## src/rtl/wb_uproc_core.sv

```systemverilog
// wb_uproc_core: parametrised multicycle microprocessor core.
// Each instruction runs FETCH -> DECODE -> EXECUTE -> WRITEBACK. Instructions come from an
// external combinational ROM, and an OUT port register drives board I/O.
// Optional feature: define UPROC_SINGLE_STEP_EN to add the WB_uProcCore_Step input. With it,
// the core waits in FETCH until Step is high. Without it, the core free-runs.
module wb_uproc_core #(
    parameter int DATAWIDTH_BUS     = 8,
    parameter int DATAWIDTH_REGADDR = 3,
    parameter int DATAWIDTH_PC      = 6,
    parameter logic [DATAWIDTH_BUS-1:0] DATA_REGFIXED_INIT_0 = 8'b00001001,
    parameter logic [DATAWIDTH_BUS-1:0] DATA_REGFIXED_INIT_1 = 8'b00001111,
    localparam int IW = 4 + 2*DATAWIDTH_REGADDR + DATAWIDTH_BUS
) (
    input  logic                     WB_uProcCore_CLOCK_50,
    input  logic                     WB_uProcCore_Reset_InLow,
`ifdef UPROC_SINGLE_STEP_EN
    input  logic                     WB_uProcCore_Step,
`endif
    output logic [DATAWIDTH_PC-1:0]  WB_uProcCore_InstrAddr,
    input  logic [IW-1:0]            WB_uProcCore_InstrData,
    output logic [DATAWIDTH_BUS-1:0] WB_uProcCore_OutData,
    output logic                     WB_uProcCore_OutValid,
    output logic [1:0]               WB_uProcCore_Flags,
    output logic                     WB_uProcCore_Halted
);

    localparam int NREG = 2**DATAWIDTH_REGADDR;

    localparam logic [3:0] OP_NOP  = 4'h0;
    localparam logic [3:0] OP_ADD  = 4'h1;
    localparam logic [3:0] OP_SUB  = 4'h2;
    localparam logic [3:0] OP_AND  = 4'h3;
    localparam logic [3:0] OP_OR   = 4'h4;
    localparam logic [3:0] OP_XOR  = 4'h5;
    localparam logic [3:0] OP_NOT  = 4'h6;
    localparam logic [3:0] OP_SHL  = 4'h7;
    localparam logic [3:0] OP_SHR  = 4'h8;
    localparam logic [3:0] OP_LDI  = 4'h9;
    localparam logic [3:0] OP_MOV  = 4'hA;
    localparam logic [3:0] OP_JMP  = 4'hB;
    localparam logic [3:0] OP_JZ   = 4'hC;
    localparam logic [3:0] OP_JC   = 4'hD;
    localparam logic [3:0] OP_OUT  = 4'hE;
    localparam logic [3:0] OP_HALT = 4'hF;

    typedef enum logic [2:0] {
        ST_FETCH,
        ST_DECODE,
        ST_EXECUTE,
        ST_WRITEBACK,
        ST_HALT
    } state_t;

    state_t state_q, state_d;

    logic [IW-1:0]                ir_q;
    logic [DATAWIDTH_BUS-1:0]     a_q, b_q, res_q;
    logic                         resC_q, resZ_q;
    logic                         flagC_q, flagZ_q;
    logic [DATAWIDTH_PC-1:0]      pc_q, pc_d;
    logic [DATAWIDTH_BUS-1:0]     outData_q;
    logic                         outValid_q;
    logic [DATAWIDTH_BUS-1:0]     reg_q [NREG];

    logic [3:0]                   op;
    logic [DATAWIDTH_REGADDR-1:0] rd, rs;
    logic [DATAWIDTH_BUS-1:0]     imm;

    logic                         stepOk;
    logic                         irLoad, operandLoad, execLoad;
    logic                         pcWe, regWe, flagWe, outWe, halted;

    logic [DATAWIDTH_BUS-1:0]     aluRes;
    logic                         aluC;
    logic [DATAWIDTH_BUS:0]       sumWide;
    logic [DATAWIDTH_PC-1:0]      jumpTarget;
    logic                         jumpTaken;

    assign {op, rd, rs, imm} = ir_q;

`ifdef UPROC_SINGLE_STEP_EN
    assign stepOk = WB_uProcCore_Step;
`else
    assign stepOk = 1'b1;
`endif

    // Jump targets use the low PC bits of imm. If the PC is wider than the bus, imm is zero-extended.
    generate
        if (DATAWIDTH_PC <= DATAWIDTH_BUS) begin : gTargetTrunc
            assign jumpTarget = imm[DATAWIDTH_PC-1:0];
        end else begin : gTargetExt
            assign jumpTarget = {{(DATAWIDTH_PC-DATAWIDTH_BUS){1'b0}}, imm};
        end
    endgenerate

    // State register. Reset sends the core back to FETCH from any phase.
    always_ff @(posedge WB_uProcCore_CLOCK_50 or negedge WB_uProcCore_Reset_InLow) begin
        if (!WB_uProcCore_Reset_InLow) state_q <= ST_FETCH;
        else                           state_q <= state_d;
    end

    // Next-state sequencing. HALT is absorbing and can only be left by reset.
    always_comb begin
        state_d = state_q;
        case (state_q)
            ST_FETCH:     if (stepOk) state_d = ST_DECODE;
            ST_DECODE:    state_d = ST_EXECUTE;
            ST_EXECUTE:   state_d = (op == OP_HALT) ? ST_HALT : ST_WRITEBACK;
            ST_WRITEBACK: state_d = ST_FETCH;
            ST_HALT:      state_d = ST_HALT;
            default:      state_d = ST_FETCH;
        endcase
    end

    // Per-phase control strobes. All commits to architectural state happen in WRITEBACK.
    always_comb begin
        irLoad      = 1'b0;
        operandLoad = 1'b0;
        execLoad    = 1'b0;
        pcWe        = 1'b0;
        regWe       = 1'b0;
        flagWe      = 1'b0;
        outWe       = 1'b0;
        halted      = 1'b0;
        case (state_q)
            ST_FETCH:     irLoad = stepOk;
            ST_DECODE:    operandLoad = 1'b1;
            ST_EXECUTE:   execLoad = 1'b1;
            ST_WRITEBACK: begin
                pcWe   = 1'b1;
                regWe  = op inside {[OP_ADD:OP_MOV]};
                flagWe = op inside {[OP_ADD:OP_SHR]};
                outWe  = (op == OP_OUT);
            end
            ST_HALT:      halted = 1'b1;
            default:      ;
        endcase
    end

    assign sumWide = {1'b0, a_q} + {1'b0, b_q};

    // ALU and shifter. A holds R[rd] and B holds R[rs]. LDI and MOV also pass through here, so
    // WRITEBACK has a single write source.
    always_comb begin
        aluRes = a_q;
        aluC   = 1'b0;
        case (op)
            OP_ADD: begin
                aluRes = sumWide[DATAWIDTH_BUS-1:0];
                aluC   = sumWide[DATAWIDTH_BUS];
            end
            OP_SUB: begin
                aluRes = a_q - b_q;
                aluC   = (a_q < b_q);
            end
            OP_AND: aluRes = a_q & b_q;
            OP_OR:  aluRes = a_q | b_q;
            OP_XOR: aluRes = a_q ^ b_q;
            OP_NOT: aluRes = ~b_q;
            OP_SHL: begin
                aluRes = {b_q[DATAWIDTH_BUS-2:0], 1'b0};
                aluC   = b_q[DATAWIDTH_BUS-1];
            end
            OP_SHR: begin
                aluRes = {1'b0, b_q[DATAWIDTH_BUS-1:1]};
                aluC   = b_q[0];
            end
            OP_LDI: aluRes = imm;
            OP_MOV: aluRes = b_q;
            default: aluRes = a_q;
        endcase
    end

    // Next PC. A jump goes to its target when taken. Otherwise the PC increments and wraps at the top.
    always_comb begin
        jumpTaken = (op == OP_JMP) || ((op == OP_JZ) && flagZ_q) || ((op == OP_JC) && flagC_q);
        pc_d      = jumpTaken ? jumpTarget : pc_q + {{(DATAWIDTH_PC-1){1'b0}}, 1'b1};
    end

    // Pipeline-phase registers, PC, flags and the output port.
    always_ff @(posedge WB_uProcCore_CLOCK_50 or negedge WB_uProcCore_Reset_InLow) begin
        if (!WB_uProcCore_Reset_InLow) begin
            ir_q       <= '0;
            a_q        <= '0;
            b_q        <= '0;
            res_q      <= '0;
            resC_q     <= 1'b0;
            resZ_q     <= 1'b0;
            pc_q       <= '0;
            flagC_q    <= 1'b0;
            flagZ_q    <= 1'b0;
            outData_q  <= '0;
            outValid_q <= 1'b0;
        end else begin
            if (irLoad) ir_q <= WB_uProcCore_InstrData;
            if (operandLoad) begin
                a_q <= reg_q[rd];
                b_q <= reg_q[rs];
            end
            if (execLoad) begin
                res_q  <= aluRes;
                resC_q <= aluC;
                resZ_q <= (aluRes == '0);
            end
            if (pcWe) pc_q <= pc_d;
            if (flagWe) begin
                flagC_q <= resC_q;
                flagZ_q <= resZ_q;
            end
            if (outWe) outData_q <= a_q;
            outValid_q <= outWe;
        end
    end

    // Register file. R0 and R1 get their fixed values on reset but are writable afterwards.
    always_ff @(posedge WB_uProcCore_CLOCK_50 or negedge WB_uProcCore_Reset_InLow) begin
        if (!WB_uProcCore_Reset_InLow) begin
            for (int i = 0; i < NREG; i++) reg_q[i] <= '0;
            reg_q[0] <= DATA_REGFIXED_INIT_0;
            reg_q[1] <= DATA_REGFIXED_INIT_1;
        end else if (regWe) begin
            reg_q[rd] <= res_q;
        end
    end

    assign WB_uProcCore_InstrAddr = pc_q;
    assign WB_uProcCore_OutData   = outData_q;
    assign WB_uProcCore_OutValid  = outValid_q;
    assign WB_uProcCore_Flags     = {flagC_q, flagZ_q};
    assign WB_uProcCore_Halted    = halted;

endmodule

```

## config.mk

```make
export PLATFORM = sky130hd
export DESIGN_NAME = wb_uproc_core
export DESIGN_NICKNAME = d
export VERILOG_FILES = /design/src/rtl/wb_uproc_core.sv
export SDC_FILE = /design/constraint.sdc
export NUM_CORES = 1
export LEC_CHECK = 0
export CELL_PAD_IN_SITES_DETAIL_PLACEMENT = 1
export CELL_PAD_IN_SITES_GLOBAL_PLACEMENT = 1
export CORE_ASPECT_RATIO = 1.4
export CORE_MARGIN = 2
export CORE_UTILIZATION = 49
export DETAILED_ROUTE_END_ITERATION = 16
export GPL_TIMING_DRIVEN = 0
export PLACE_DENSITY_LB_ADDON = 0.3
export SLEW_MARGIN = 20
export SYNTH_ARGS = -nofsm -noshare
export SYNTH_HDL_FRONTEND = slang
export SYNTH_SLANG_ARGS = --single-unit
```

## constraint.sdc

```tcl
create_clock -name WB_uProcCore_CLOCK_50 -period 3.7 [get_ports WB_uProcCore_CLOCK_50]
set_clock_uncertainty 0.15 [all_clocks]
set_input_delay 1.11 -clock WB_uProcCore_CLOCK_50 [delete_from_list [all_inputs] [get_ports WB_uProcCore_CLOCK_50]]
set_output_delay 1.11 -clock WB_uProcCore_CLOCK_50 [all_outputs]
set_load 0.01 [all_outputs]
```

### Word-level counts from Yosys, hierarchy flattened

Cells that the tools add are included.

* flip-flop bits (word level): 128
* input bits: 20
* output and inout port bits: 18

* add/sub/neg operators: 3
* magnitude comparators: 7
* equal/unequal tests: 19
* muxes and demuxes: 22
* bitwise gates (word level): 6
* reductions and logical operators: 9

Operators with widths (number)
* one-hot mux 8 bit (10 select lines): 1
* bitwise mux 64 bit: 1
* binary-select mux 8 bit (select 3 bit): 2
* two-way mux 8 bit: 5
* equality test 4 bit (second input constant): 8
* demux 8 bit (select 3 bit): 1
* equality test 4 x 3 -> 1 bit (second input constant): 4
* one-hot mux 3 bit (4 select lines): 1
* adder 8 x 8 -> 9 bit: 1
* bitwise AND 8 bit: 1
* equality test 4 x 2 -> 1 bit (second input constant): 2
* greater-or-equal comparator 4 bit (second input constant): 2
* <= comparator 4 bit (second input constant): 2
* zero test 8 bit: 1
* < comparator 8 bit: 1
* two-way mux 1 bit: 8
* NOT 3 -> 4 bit: 2
* NOT 8 bit: 1
* bitwise OR 8 bit: 1
* subtractor 8 bit: 1
* bitwise XOR 8 bit: 1
* adder 6 x 1 -> 6 bit (second input constant): 1
* equality test 3 x 2 -> 1 bit (second input constant): 2
* two-way mux 6 bit: 1
* 10 further kinds: 15

### Longest topological paths before layout

Gate-level depths: netlist of the first run.

* depth after elaboration: 6
* depth in mapped cells: 11
* mapped depth without buffers: 11

### Least setup slack after synthesis of the first run

OpenSTA, ideal clock, no wires.

* path kind: register -> register
* start point: register b_q[0]
* end point: register resZ_q
* library setup time: 103 ps
* arrival time: 2395 ps
* data required time: 3447 ps
* slack: 1051 ps
* cell stages (with the launch flop): 10
* period minus slack after synthesis: 2649 ps
* path through: dfrtp_1 > ha_1 > inv_1 > fa_1 > o31a_1 > o31ai_2 > nor2_1 > a211o_1 > a21o_1 > o41ai_2

* longest elaborated chain between the ends: 3
* elaborated cells on any way between the ends: 8

Ends and longest elaborated chain
* start: declaration: RTL line 57 `logic [DATAWIDTH_BUS-1:0] a_q, b_q, res_q;`
* start signal: assignment: RTL line 198 `b_q <= reg_q[rs];`
* subtractor 8 bit (tied with other cells): RTL line 153 `aluRes = a_q - b_q;`
* one-hot mux 8 bit (10 select lines) (*): RTL line 147 `case (op)`
* zero test 8 bit (*): RTL line 203 `resZ_q <= (aluRes == '0);`
* end signal: assignment: RTL line 203
* end: declaration: RTL line 58 `logic resC_q, resZ_q;`

Every way passes the cells marked *; elsewhere a longest branch is shown, timed or not.
A chain may end at the register's enable or synchronous reset.

### Worst setup path in the final report of the first run

* start point: register a_q[1]
* end point: register resZ_q

* longest elaborated chain between the ends: 3
* elaborated cells on any way between the ends: 7

Ends and longest elaborated chain
* start: declaration: RTL line 57
* start signal: assignment: RTL line 197 `a_q <= reg_q[rd];`
* subtractor 8 bit (tied with other cells): RTL line 153
* one-hot mux 8 bit (10 select lines) (*): RTL line 147
* zero test 8 bit (*): RTL line 203

Marks and branches as above.

==> results of run 1 <==
-- per-layer routing --
metal / up-vias / wire length, um / global-route usage [%]
li1: 2746 / - / -
met1: 3198 / 9690 / 38.0
met2: 267 / 14200 / 58.9
met3: 128 / 1270 / 6.07
met4: 0 / 2080 / 24.1
met5: - / 0 / 0
-- power by group through the flow --
| stage | Clock (uW) | Sequential, uW | Combinational, uW |
|---|---|---|---|
| 2_1_floorplan | 0 | 2530 | 3540 |
| 3_3_place_gp | 0 | 2760 | 4900 |
| 3_5_place_dp | 0 | 2830 | 5090 |
| 4_1_cts | 1920 | 2830 | 5200 |
| 5_1_grt | 1990 | 2940 | 5640 |
| 6_report | 1920 | 2850 | 5270 |
-- critical path: cells and delay by family (launching register included) --
family | cells | cell delay (ps)
adders and majority gates | 1 | 380
DFF | 1 | 530
buffers and inverters | 1 | 210
and+or+nand+nor | 1 | 210
AOI/OAI and AO/OA | 6 | 1810
-- metrics by stage --
step / hold slack, ps / power (uW) / util, % / instances
6_report: 358 / 10000 / 58.3 / 975
4_1_cts: 361 / 9950 / 58.2 / 975
3_5_place_dp: 349 / 7920 / 53.9 / 943
5_1_grt: 377 / 10600 / 58.3 / 975
2_1_floorplan: 294 / 6070 / - / 709
3_3_place_gp: 342 / 7660 / 53.7 / 942
-- flip-flops by register name, summed over array words and instances (netlist names), 3 cells and up --
| register | cells |
|---|---|
| reg_q | 64 |
| ir_q | 18 |
| WB_uProcCore_OutData | 8 |
| a_q | 8 |
| b_q | 8 |
| res_q | 8 |
| WB_uProcCore_InstrAddr | 6 |
| state_q | 3 |
-- cells in the mapped netlist (all sizes together), types with 11 or more instances --
master / instances
dfrtp: 122
mux2: 99
a21oi: 56
nor2: 47
nand2: 37
inv: 33
mux2i: 29
o21ai: 29
buf: 28
ha: 26
mux4: 18
nand3: 17
clkbuf: 14
nor2b: 13
nor3: 11
-- cells by family (layout without fill, tap and decap cells) --
logic type | after synthesis | in the layout | synth area share, %
compound gates | 171 | 171 | 14.7
simple gates | 159 | 159 | 10.5
mux | 146 | 146 | 23.5
flops | 128 | 128 | 41.7
buf+inv | 75 | 145 | 4.58
fa+ha+maj | 28 | 28 | 4.75
xor+xnor | 2 | 2 | 0.228
-- layout make-up --
cell class / count / area [um2]
Multi-Input combinational cell: 506 / 4140
Fill cell: 1659 / 6450
Clock inverter: 11 / 199
Clock buffer: 21 / 470
Tap cell: 196 / 245
Inverter: 33 / 124
Sequential cell: 128 / 3210
Buffer: 42 / 229
Timing Repair Buffer: 38 / 399
-- worst max path at each step --
| stage | from | end | cells past startpoint |
|---|---|---|---|
| final | a_q[1] | resZ_q | 9 |
| after global routing | a_q[4] | resZ_q | 10 |
| after CTS | a_q[1] | resZ_q | 9 |
| after detailed placement | a_q[1] | resZ_q | 9 |
| after global placement | WB_uProcCore_Reset_InLow | WB_uProcCore_OutValid | 1 |
| after floorplan | b_q[0] | resZ_q | 9 |
-- what timing repair did --
item,in CTS,in global routing
hold buffers,0,0
setup endpoints to repair,0,1
gates resized for setup,0,1
==> results_dict.tcl, run 1 <==
set metrics [dict create \
    p_int_uw 5490 \
    powerDensity_mw_per_mm2 1110 \
    rsz0062_at_grt "false" \
    hold_depth 1 \
    yosysWarnings 0 \
    synth_area_mm2 0.00770 \
    drtPass1Iterations 4 \
    synth_area_leaders "dfrtp_1, mux2_2, mux4_2" \
    slew_headroom_pct 28.3 \
    final_common_cell "dfrtp_1" \
    drcViolationCount 0 \
    cts_made_buffers 17 \
    clk_latency_ps 430 \
    period_share_pct 92.4 \
    max_freq_ghz 0.293 \
    synthArstFlopShare_pct 100 \
    ios 38 \
    crit_path_max_fanout 6 \
    die_area_mm2 0.0167 \
    grt_pass1_vias 7191 \
    p_leak_uw 0.00391 \
    clkPwrFrac_pct 19.1 \
    post_cts_buffers 0 \
    dieHeight_um 152 \
    pwr-share-seq_pct 28.4 \
    timing.rr.end "resZ_q" \
    worst_hold_path_type "reg2reg" \
    cp.required_ps 3860 \
    cts_root_buffer "clkbuf_16" \
    port_buffers 37 \
    crit_chain "inv_1, ha_1, o21bai_1, a21oi_1, a221o_1, a211oi_2, a21oi_1, nand4bb_1, o41ai_2" \
    drtIter0Drc 418 \
    dp_hpwl_mm 19.4 \
    antenna_found_initial 0 \
    gr-usage-all-layers_pct 34.6 \
    period_needed_ps 3420 \
    hold_viol_final 0 \
    critical_path.startpoint_type "flop" \
    syn_area_per_cell_um2 10.9 \
    min_from "WB_uProcCore_OutData[2]" \
    final.setup.worst_slack_ps 282 \
    grt_max_degree 73 \
    slew_violations 0 \
    htree_levels 4 \
    vdd_drop_max_v 0.000530 \
    p_sw_uw 4550 \
    start_util_pct 49.8 \
    place.gp.congestion 0.927 \
    nNetsFinal 814 \
    dr_total_vias 6339 \
    wire_per_inst_um 27.9 \
    dp_worst_setup_slack_ps 377 \
    routed_wl_mm 27.2 \
    setup_tns_ps 0 \
    grt_overflow 0 \
    syn_inst 709 \
    syn_nets 757 \
    setup_viol 0 \
    grt_pass1_wl_mm 42.4 \
    vias_per_cell 6.50 \
    status "complete, no violations" \
    rr_worst_depth 9 \
    synth.largest_area_cell "dfrtp_1" \
    ys_ff_latch 128 \
    end_kind "flop" \
    criticalPathCategory "reg2reg" \
    postRouteAntennaNets 0 \
    synth-edff-count 0 \
    arrival_ps 3580 \
    layout_common_cells "dfrtp_1, mux2_2, a21oi_1" \
    swShare_pct 45.3 \
    r2r_start "a_q[1]" \
    pwr-share-comb_pct 52.5 \
    fp.coreArea_mm2 0.0155 \
    fp-row-count 54 \
    slowest_delay_ps 530 \
    antennaDiodeCount 0 \
    die_w_um 110 \
    clock_sinks 128 \
    areaGrowthSynthToFinish_pct 17.1 \
    clock_path_buffers 2 \
    crit_top_cell "a21oi_1" \
    drive_gt1_share_pct 24.9 \
    place_area_mm2 0.00834 \
    final_area_mm2 0.00902 \
    ys.flop_type "dfrtp_1" \
    tritoncts "done" \
    min_to "WB_uProcCore_OutData[2]" \
    synth_seq_area_share_pct 41.7 \
    rrSetupSlack_ps 280 \
    cap_viol_max_count 0 \
    tightest_slew_ps 1070 \
    synth_cell_types 69 \
    cp_slowest_cell "dfrtp_1" \
    synth_top_area_share_pct 39.7 \
    clk_pin_slew_ps 60 \
]
(Power assumes the default switching activity.)
==> inputs of run 2 (changes only) <==
- ABC_AREA: default -> 1
- CORE_UTILIZATION: 49 -> 46
- CTS_BUF_LIST: default -> sky130_fd_sc_hd__clkbuf_16
- SKIP_CTS_REPAIR_TIMING: default -> 1
==> results_dict.tcl, run 2 <==
set metrics [dict create \
    status "complete, no violations" \
    drtIter0Drc 490 \
    regMostFlops "reg_q" \
    ys_ff_latch 128 \
    p_sw_uw 4230 \
    drtPass1Iterations 5 \
    dieHeight_um 155 \
    grt_overflow 0 \
    multi_input_area_mm2 0.00370 \
    dp_hpwl_mm 19.7 \
    setup_viol 0 \
    routed_wl_mm 26.2 \
    start_util_pct 46.7 \
    min_from "reg_q[21]" \
    vias_per_cell 5.84 \
    place_area_mm2 0.00818 \
    largest_reg_flops 64 \
    criticalPathCategory "reg2out" \
    antenna_found_initial 0 \
    period_needed_ps 2960 \
    ys.flop_type "dfrtp_1" \
    synth_area_leaders "dfrtp_1, nand2_1, o21ai_0" \
    max_freq_ghz 0.338 \
    synth_area_mm2 0.00753 \
    clkPwrFrac_pct 20.7 \
    vdd_drop_max_v 0.000413 \
    dr_total_vias 7194 \
    wl_met1_mm 9.97 \
    antennaDiodeCount 0 \
    whs_ps 336 \
    clk_latency_ps 430 \
    synth-edff-count 0 \
    clock_path_buffers 2 \
    highest_layer "met4" \
    drive_gt1_share_pct 9.58 \
    critical_path.startpoint_type "flop" \
    rsz0062_at_grt "false" \
    dr_wl_met3_um 824 \
    worst_hold_path_type "reg2reg" \
    crit_start "state_q[0]" \
    nNetsFinal 1068 \
    end_kind "output pin" \
    cp.required_ps 2440 \
    grt_pass1_wl_mm 41.8 \
    synth_cell_types 44 \
    die_area_mm2 0.0174 \
    port_buffers 37 \
    synth_top_area_share_pct 40.6 \
    crit_path_max_fanout 4 \
    placed_cells 1200 \
    tritoncts "done" \
    gr-usage-all-layers_pct 31.1 \
    ios 38 \
    syn_area_per_cell_um2 7.82 \
    final_area_mm2 0.00881 \
    r2r_start "a_q[2]" \
    die_w_um 112 \
    hold_viol_final 0 \
    register_area_mm2 0.00321 \
    cap_viol_max_count 0 \
    period_share_pct 79.9 \
    fillers 1996 \
    reg.largest.list "reg_q: 64 flops, ir_q: 18 flops" \
    layout_common_cells "nand2_1, o21ai_0, dfrtp_1" \
    pwr-share-comb_pct 50.2 \
    fp-row-count 55 \
    synth.largest_area_cell "dfrtp_1" \
    syn_inst 963 \
    wl_met2_mm 13.3 \
    htree_levels 4 \
    final_cells 1232 \
    p_leak_uw 0.00412 \
    postRouteAntennaNets 0 \
    cts_root_buffer "clkbuf_16" \
    swShare_pct 48.3 \
    clk_pin_slew_ps 60 \
    cts_made_buffers 17 \
    p_int_uw 4530 \
    slew_violations 0 \
    synth_seq_area_share_pct 42.7 \
    synth.most_common_cell "nand2_1" \
    place.gp.congestion 0.965 \
    powerDensity_mw_per_mm2 994 \
    areaGrowthSynthToFinish_pct 17.1 \
    synthArstFlopShare_pct 100 \
    syn_nets 1011 \
    wire_per_inst_um 21.2 \
    synth_common_cells "nand2_1, o21ai_0, dfrtp_1, inv_1, nor2_1" \
    clock_sinks 128 \
    grt_pass1_vias 7632 \
    pwr-share-seq_pct 29.0 \
    slew_headroom_pct 45.2 \
    grt_max_degree 82 \
    tightest_slew_ps 817 \
    final_common_cell "nand2_1" \
    arrival_ps 1700 \
    fp.coreArea_mm2 0.0161 \
    drcViolationCount 0 \
    yosysWarnings 0 \
]
[run 2: cell types whose count changed after synthesis, moves of 9 or more]
cell and delta:
mux2_2 -89, nand4_1 +9, o211ai_1 +11, nand3_1 +40, mux4_2 -18, inv_1 +67, mux2i_1 -29, nor2b_1 -13
o21ai_0 +112, nor2_1 +32, nand2_1 +193, buf_2 -11, nand2b_1 -9
[run 2: logic make-up (layout without fill, tap and decap cells)]
family / count (synthesis) / in the layout / synth area share (%)
DFF: 128 / 128 / 42.7
muxes: 10 / 10 / 1.50
AOI/OAI and AO/OA: 253 / 253 / 19.0
buffers and inverters: 142 / 212 / 8.16
and+or+nand+nor: 399 / 399 / 23.5
xor gates and xnor gates: 3 / 3 / 0.349
adders and majority gates: 28 / 28 / 4.85
[run 2: critical path, stage by stage (launching register included)]
cell and delay [ps]:
dfrtp_1 420, nor2_1 140, inv_1 80, nor2_1 90, clkdlybuf4s50_1 540
[run 2: power by group through the flow]
| stage | Sequential [uW] | Combinational (uW) | Clock [uW] |
|---|---|---|---|
| floorplan | 2390 | 2870 | 0 |
| global route | 2610 | 4870 | 1900 |
| finish | 2550 | 4400 | 1810 |
| CTS | 2530 | 4350 | 1830 |
| detailed placement | 2540 | 4290 | 0 |
| global placement | 2510 | 4140 | 0 |
[run 2: layout make-up]
class / count / share of cell area (%)
repair buffers: 38 / 4.57
clock buffers: 17 / 4.83
well taps: 199 / 2.83
flip-flops and latches: 128 / 36.4
plain buffers: 35 / 2.41
clock inverters: 15 / 2.37
multi-input cells: 693 / 42.0
inverters: 107 / 4.56
[run 2: final timing paths]
kind                                        to  slack, ps  cells past startpoint
max                        WB_uProcCore_Halted        740                      4
min                                  reg_q[21]        340                      2
max reg2reg                             resZ_q        990                     13
min reg2reg                          reg_q[21]        340                      2
max in group asynchronous            reg_q[59]       2200                      2
min in group asynchronous            reg_q[11]        430                      1
[run 2: layer usage]
metal  vias up  track usage [%]
met5         -                0
met2       200             54.2
met1      3562             34.2
li1       3335                -
met4         0             22.5
met3        97             4.56
[run 2: metrics by stage]
stage	utilization [%]	total power (uW)	worst slack [ps]	setup TNS (ps)
2_1_floorplan	-	5260	1670	0
3_3_place_gp	50.6	6650	-3770	-470880
3_5_place_dp	50.8	6830	1040	0
4_1_cts	54.7	8710	713	0
5_1_grt	54.7	9380	625	0
6_report	54.7	8760	743	0
==> RTL change 1 (flow settings as in run 1) <==
Register the input `WB_uProcCore_InstrData` before use, cleared by the reset. The logic sees it one clock later.
--- a/src/rtl/wb_uproc_core.sv
+++ b/src/rtl/wb_uproc_core.sv
@@ -53,2 +53,12 @@
 
+    logic [IW-1:0] WB_uProcCore_InstrData_q;
+
+    always_ff @(posedge WB_uProcCore_CLOCK_50 or negedge WB_uProcCore_Reset_InLow) begin
+        if (!WB_uProcCore_Reset_InLow) begin
+            WB_uProcCore_InstrData_q <= '0;
+        end else begin
+            WB_uProcCore_InstrData_q <= WB_uProcCore_InstrData;
+        end
+    end
+
     state_t state_q, state_d;
@@ -194,3 +204,3 @@
         end else begin
-            if (irLoad) ir_q <= WB_uProcCore_InstrData;
+            if (irLoad) ir_q <= WB_uProcCore_InstrData_q;
             if (operandLoad) begin
Behaviour: not the same (Yosys sat finds a counterexample within 4 cycles, from zero or initial values and one cycle with WB_uProcCore_Reset_InLow low).
==> RTL change 1 against run 1 <==
- setup slack better by 0.15 ns
- cell count up 4.0%
- highest routed layer unchanged
- power down 0.36%
- final area up 6.0%
- wire length down 0.87%
- sequential cell count up 18
- global-route usage down 2.8 points
- maximum frequency up 4.7%
- critical path depth up 2
- synthesized area up 7.6%
- synthesized cell count up 4.5%
==> RTL change 1: results (changes against run 1) <==
[sta]
tightest_slew_ns=1.06  ; was 1.07 ns

[global_routing]
use_met3_pct=5.90  ; was 6.07%
antenna_found_initial=0  ; unchanged
grt_pass1_wl_um=42400  ; about the same
track_usage_pct=31.8  ; was 34.6%
grt.met2_usage_pct=55.9  ; was 58.9%
grt_pass1_vias=7328  ; was 7191
grtUsageMet1_pct=35.0  ; was 38.0%
grt_max_degree=88  ; was 73

[clock_tree]
numCtsBuffers=17  ; unchanged
clk_latency_ns=0.43  ; about the same
clk_pin_slew_ns=0.07
h-tree-depth=4  ; unchanged
root_buffer=clkbuf_16  ; unchanged
cts_buffer_depth=2  ; unchanged
cts_setup_buffers=0  ; unchanged
cts-resized-gates=0  ; unchanged

[power]
leakage_uw=0.00415  ; was 0.00391 µW
ir_worst_vdd_uv=542  ; was 530 µV
p_sw_share_pct=45.2  ; was 45.3%

[synth]
yosys-top-cells-area=dfrtp_1 (42%), mux2_2 (13%), mux4_2 (6.3%), ha_1 (3.9%), a21oi_1 (3.1%)  ; was dfrtp_1 (40%), mux2_2 (14%), mux4_2 (5.3%), ha_1 (4.2%), mux2i_1 (3.8%)
synthTopCellsByCount=dfrtp_1 (140), mux2_2 (99), a21oi_1 (51)  ; was dfrtp_1 (122), mux2_2 (99), a21oi_1 (56)
synth.mux.area_fraction_pct=22.1  ; was 23.5%
synth_compound_gate_area_share_pct=13.5  ; was 14.7%
async_reset_ff_share_pct=100  ; unchanged
synth_cell_type_count=76  ; was 69
synthFlopType=dfrtp_1  ; unchanged
ys_seq_area_share_pct=44.2  ; was 41.7%
yosys_warnings=0  ; unchanged
synth-adder-area-share_pct=4.41  ; was 4.75%
synth-xor-area-share_pct=0.106  ; was 0.228%
mappedNetlistNets=789  ; was 757

[min_path]
hold_depth=2  ; was 1
hp-class=reg -> reg  ; unchanged

[critical_path]
rr_worst_depth=11  ; was 9
crit_family=compound AO/OA/AOI/OAI gates  ; unchanged
cp.arrival_ns=3.48  ; was 3.58 ns
slowest_stage=fa_1  ; was dfrtp_1
cp_max_fo=4  ; was 6
slowest_delay_ns=0.45  ; was 0.53 ns

[drt]
via_per_inst=6.49  ; was 6.50
first_pass_iters=5  ; was 4
drt_iter0_drc=457  ; was 418
wl_per_cell_um=26.6  ; was 27.9 µm

[placed_design]
hpwl_um=19600  ; was 19400 µm
port-buffer-count=37  ; unchanged
place.gp.congestion=0.974  ; was 0.927

[layout]
antenna_cells=0  ; unchanged
reg.largest.list=reg_q (64), WB_uProcCore_InstrData_q (18), ir_q (18)  ; was reg_q (64), ir_q (18)
fill_cells=1753  ; was 1659
nets=846  ; was 814
drive_gt1_share_pct=24.8  ; was 24.9%

[outcome]
status=finished clean  ; unchanged

[RTL change 1: logic make-up (layout without fill, tap and decap cells)]
group,after synthesis,count (layout)
fa+ha+maj,28,28
compound gates,175,175
simple gates,167,167
mux,142,142
flops,146,146
xor+xnor,1,1
buf+inv,82,152
[RTL change 1: tightest hold or removal path: stages (launching register included)]
cell and delay, ns:
dfrtp_1 0.33, nand2_1 0.04, o21ai_0 0.06
[RTL change 1: layer usage]
metal	vias to the layer above	routed length [µm]
li1	2853	-
met3	99	1090
met1	3420	10100
met2	209	14100
met5	-	0
met4	0	1700
[RTL change 1: path summary, 6_finish.rpt]
check	end	slack (ns)	from
worst max-delay path	resZ_q$_DFFE_PN0P_	0.44	a_q[0]$_DFFE_PN0N_
worst min-delay path	ir_q[16]$_DFFE_PN0N_	0.33	WB_uProcCore_InstrData_q[16]$_DFF_PN0_
worst max register to register	resZ_q$_DFFE_PN0P_	0.44	a_q[0]$_DFFE_PN0N_
worst min register to register	ir_q[16]$_DFFE_PN0N_	0.33	WB_uProcCore_InstrData_q[16]$_DFF_PN0_
max in group asynchronous	reg_q[48]$_DFFE_PN1P_	2.11	WB_uProcCore_Reset_InLow
min in group asynchronous	reg_q[26]$_DFFE_PN0P_	0.45	WB_uProcCore_Reset_InLow
[RTL change 1: through the flow]
step	util, %	setup slack [ns]	instances	instance area, µm²	power, µW
after floorplan	-	1.14	741	8280	6220
after global placement	53.4	-4.10	981	8910	7780
after detailed placement	53.6	0.596	982	8940	8030
after CTS	57.3	0.541	1014	9560	9940
after global routing	57.3	0.370	1014	9560	10600
final	57.3	0.435	1014	9560	10000
[RTL change 1: final cells by class]
| type | instances | share of cell area, % |
|---|---|---|
| Buffer | 52 | 2.83 |
| Clock buffer | 18 | 4.59 |
| Clock inverter | 14 | 1.91 |
| Inverter | 30 | 1.18 |
| Multi-Input combinational cell | 513 | 44.3 |
| Sequential cell | 146 | 38.3 |
| Tap cell | 203 | 2.66 |
| Timing Repair Buffer | 38 | 4.21 |
[RTL change 1: power by group through the flow]
stage / sequential [µW] / clock, µW / combinational, µW
CTS: 3010 / 1830 / 5100
global placement: 2940 / 0 / 4840
detailed placement: 3010 / 0 / 5020
floorplan: 2710 / 0 / 3500
global route: 3100 / 1900 / 5560
finish: 3030 / 1810 / 5160
==> RTL change 2 (settings of run 1) <==
Without the edit above. Build with the macro `UPROC_SINGLE_STEP_EN` defined.
--- a/src/rtl/wb_uproc_core.sv
+++ b/src/rtl/wb_uproc_core.sv
@@ -5,2 +5,4 @@
 // the core waits in FETCH until Step is high. Without it, the core free-runs.
+`define UPROC_SINGLE_STEP_EN
+
 module wb_uproc_core #(
Interface: changed (added WB_uProcCore_Step); port bits go from 38 to 39. The function was not compared with the original's and may differ.
==> RTL change 2 against run 1 <==
- synthesized area is 0.42% higher
- sequential cell count is the same
- global-route usage shrank 3.1 points
- final area is 0.29% lower
- power shrank 5.8%
- clock power decreased by 11%
- setup slack got worse by 0.012 ns
- via count is 1.3% lower
- die area up 0.41%
- wire length fell by 7.6%
==> RTL change 2: results (changes against run 1) <==
[layout]
stdcell_area_mm2=0.00899  ; was 0.00902 mm²
seq_area_mm2=0.00321  ; unchanged
multi_input_gates=497  ; was 506
nets=810  ; was 814
final_core_util_pct=57.9  ; was 58.3%
signal_buffers=85  ; was 80
buf_share_pct=7.14  ; was 6.97%
drive_gt1_share_pct=24.6  ; was 24.9%
fill_cells=1671  ; was 1659
stdcell_count=969  ; was 975
inverters=32  ; was 33
clkCellAreaFrac_pct=6.64  ; was 7.42%
multiInputGateArea_mm2=0.00418  ; was 0.00414 mm²

[placed_design]
port-buffer-count=38  ; was 37
dp_slack_ns=0.259  ; was 0.377 ns
place.gp.congestion=0.935  ; was 0.927
hpwl_um=18200  ; was 19400 µm
dp.cells=938  ; was 943
placed_cell_area_mm2=0.00839  ; was 0.00834 mm²

[drt]
wl_met3_um=1240  ; was 1270 µm
vias=6258  ; was 6339
wl_met2_um=13300  ; was 14200 µm
routed_wirelength_um=25100  ; was 27200 µm
met1_length_um=9210  ; was 9690 µm
first_pass_iters=5  ; was 4

[synth]
syn_inst=703  ; was 709
synth_cell_type_count=74  ; was 69
yosys_warnings=0  ; unchanged
yosys-top-cells-area=dfrtp_1 (39%), mux2_2 (14%), mux4_2 (6.7%), ha_1 (4.2%), mux2i_1 (3.2%)  ; was dfrtp_1 (40%), mux2_2 (14%), mux4_2 (5.3%), ha_1 (4.2%), mux2i_1 (3.8%)
mappedNetlistNets=752  ; was 757
synthTopCellsByCount=dfrtp_1 (122), mux2_2 (95), nor2_1 (51)  ; was dfrtp_1 (122), mux2_2 (99), a21oi_1 (56)
ys_seq_area_share_pct=41.5  ; was 41.7%

[critical_path]
r2r-start=b_q[1]$_DFFE_PN0N_  ; was a_q[1]$_DFFE_PN0N_
reg2reg_to=res_q[5]$_DFFE_PN0P_  ; was resZ_q$_DFFE_PN0P_
cp.arrival_ns=3.59  ; was 3.58 ns
crit_end=res_q[5]$_DFFE_PN0P_  ; was resZ_q$_DFFE_PN0P_
slowest_stage=dfrtp_1  ; unchanged
slowest_delay_ns=0.56  ; was 0.53 ns

[global_routing]
antenna_found_initial=0  ; unchanged
grt_max_degree=77  ; was 73
grt_pass1_vias=6700  ; was 7191
grt_pass1_wl_um=39100  ; was 42400 µm
track_usage_pct=31.5  ; was 34.6%

[sta]
tightest_slew_ns=0.968  ; was 1.07 ns
timing.hold.ws_ns=0.356  ; was 0.358 ns
finalWorstSetupSlack_ns=0.270  ; was 0.282 ns

[outcome]
status=finished clean  ; unchanged

[min_path]
min_from=WB_uProcCore_OutData[3]$_DFFE_PN0P_  ; was WB_uProcCore_OutData[2]$_DFFE_PN0P_
hold_end=WB_uProcCore_OutData[3]$_DFFE_PN0P_  ; was WB_uProcCore_OutData[2]$_DFFE_PN0P_

[clock_tree]
clk_pin_slew_ns=0.06  ; about the same

[power]
leakage_uw=0.00386  ; was 0.00391 µW

RTL change 2: worst max-delay path: cells and delay by family, from the launching register on:
family | cells | cell delay (ns)
DFF | 1 | 0.56
buffers and inverters | 1 | 0.22
muxes | 1 | 0.28
and+or+nand+nor | 2 | 0.47
adders and majority gates | 1 | 0.37
AOI/OAI and AO/OA | 4 | 1.26
RTL change 2: kinds of logic after synthesis:
family / share of synthesized area (%)
xor gates and xnor gates: 0.453
AOI/OAI and AO/OA: 13.8
muxes: 23.8
buffers and inverters: 4.56
DFF: 41.5
adders and majority gates: 4.73
and+or+nand+nor: 11.2
RTL change 2: power breakdown:
group / switching (µW) / internal, µW
sequential: 766 / 2050
combinational: 2780 / 2160
clock: 660 / 1050
total: 4200 / 5250
RTL change 2: per-layer routing:
metal	up-vias	GRT usage (%)
met1	3182	36.0
met4	0	17.2
met3	104	5.52
li1	2726	-
met2	246	54.5
met5	-	0
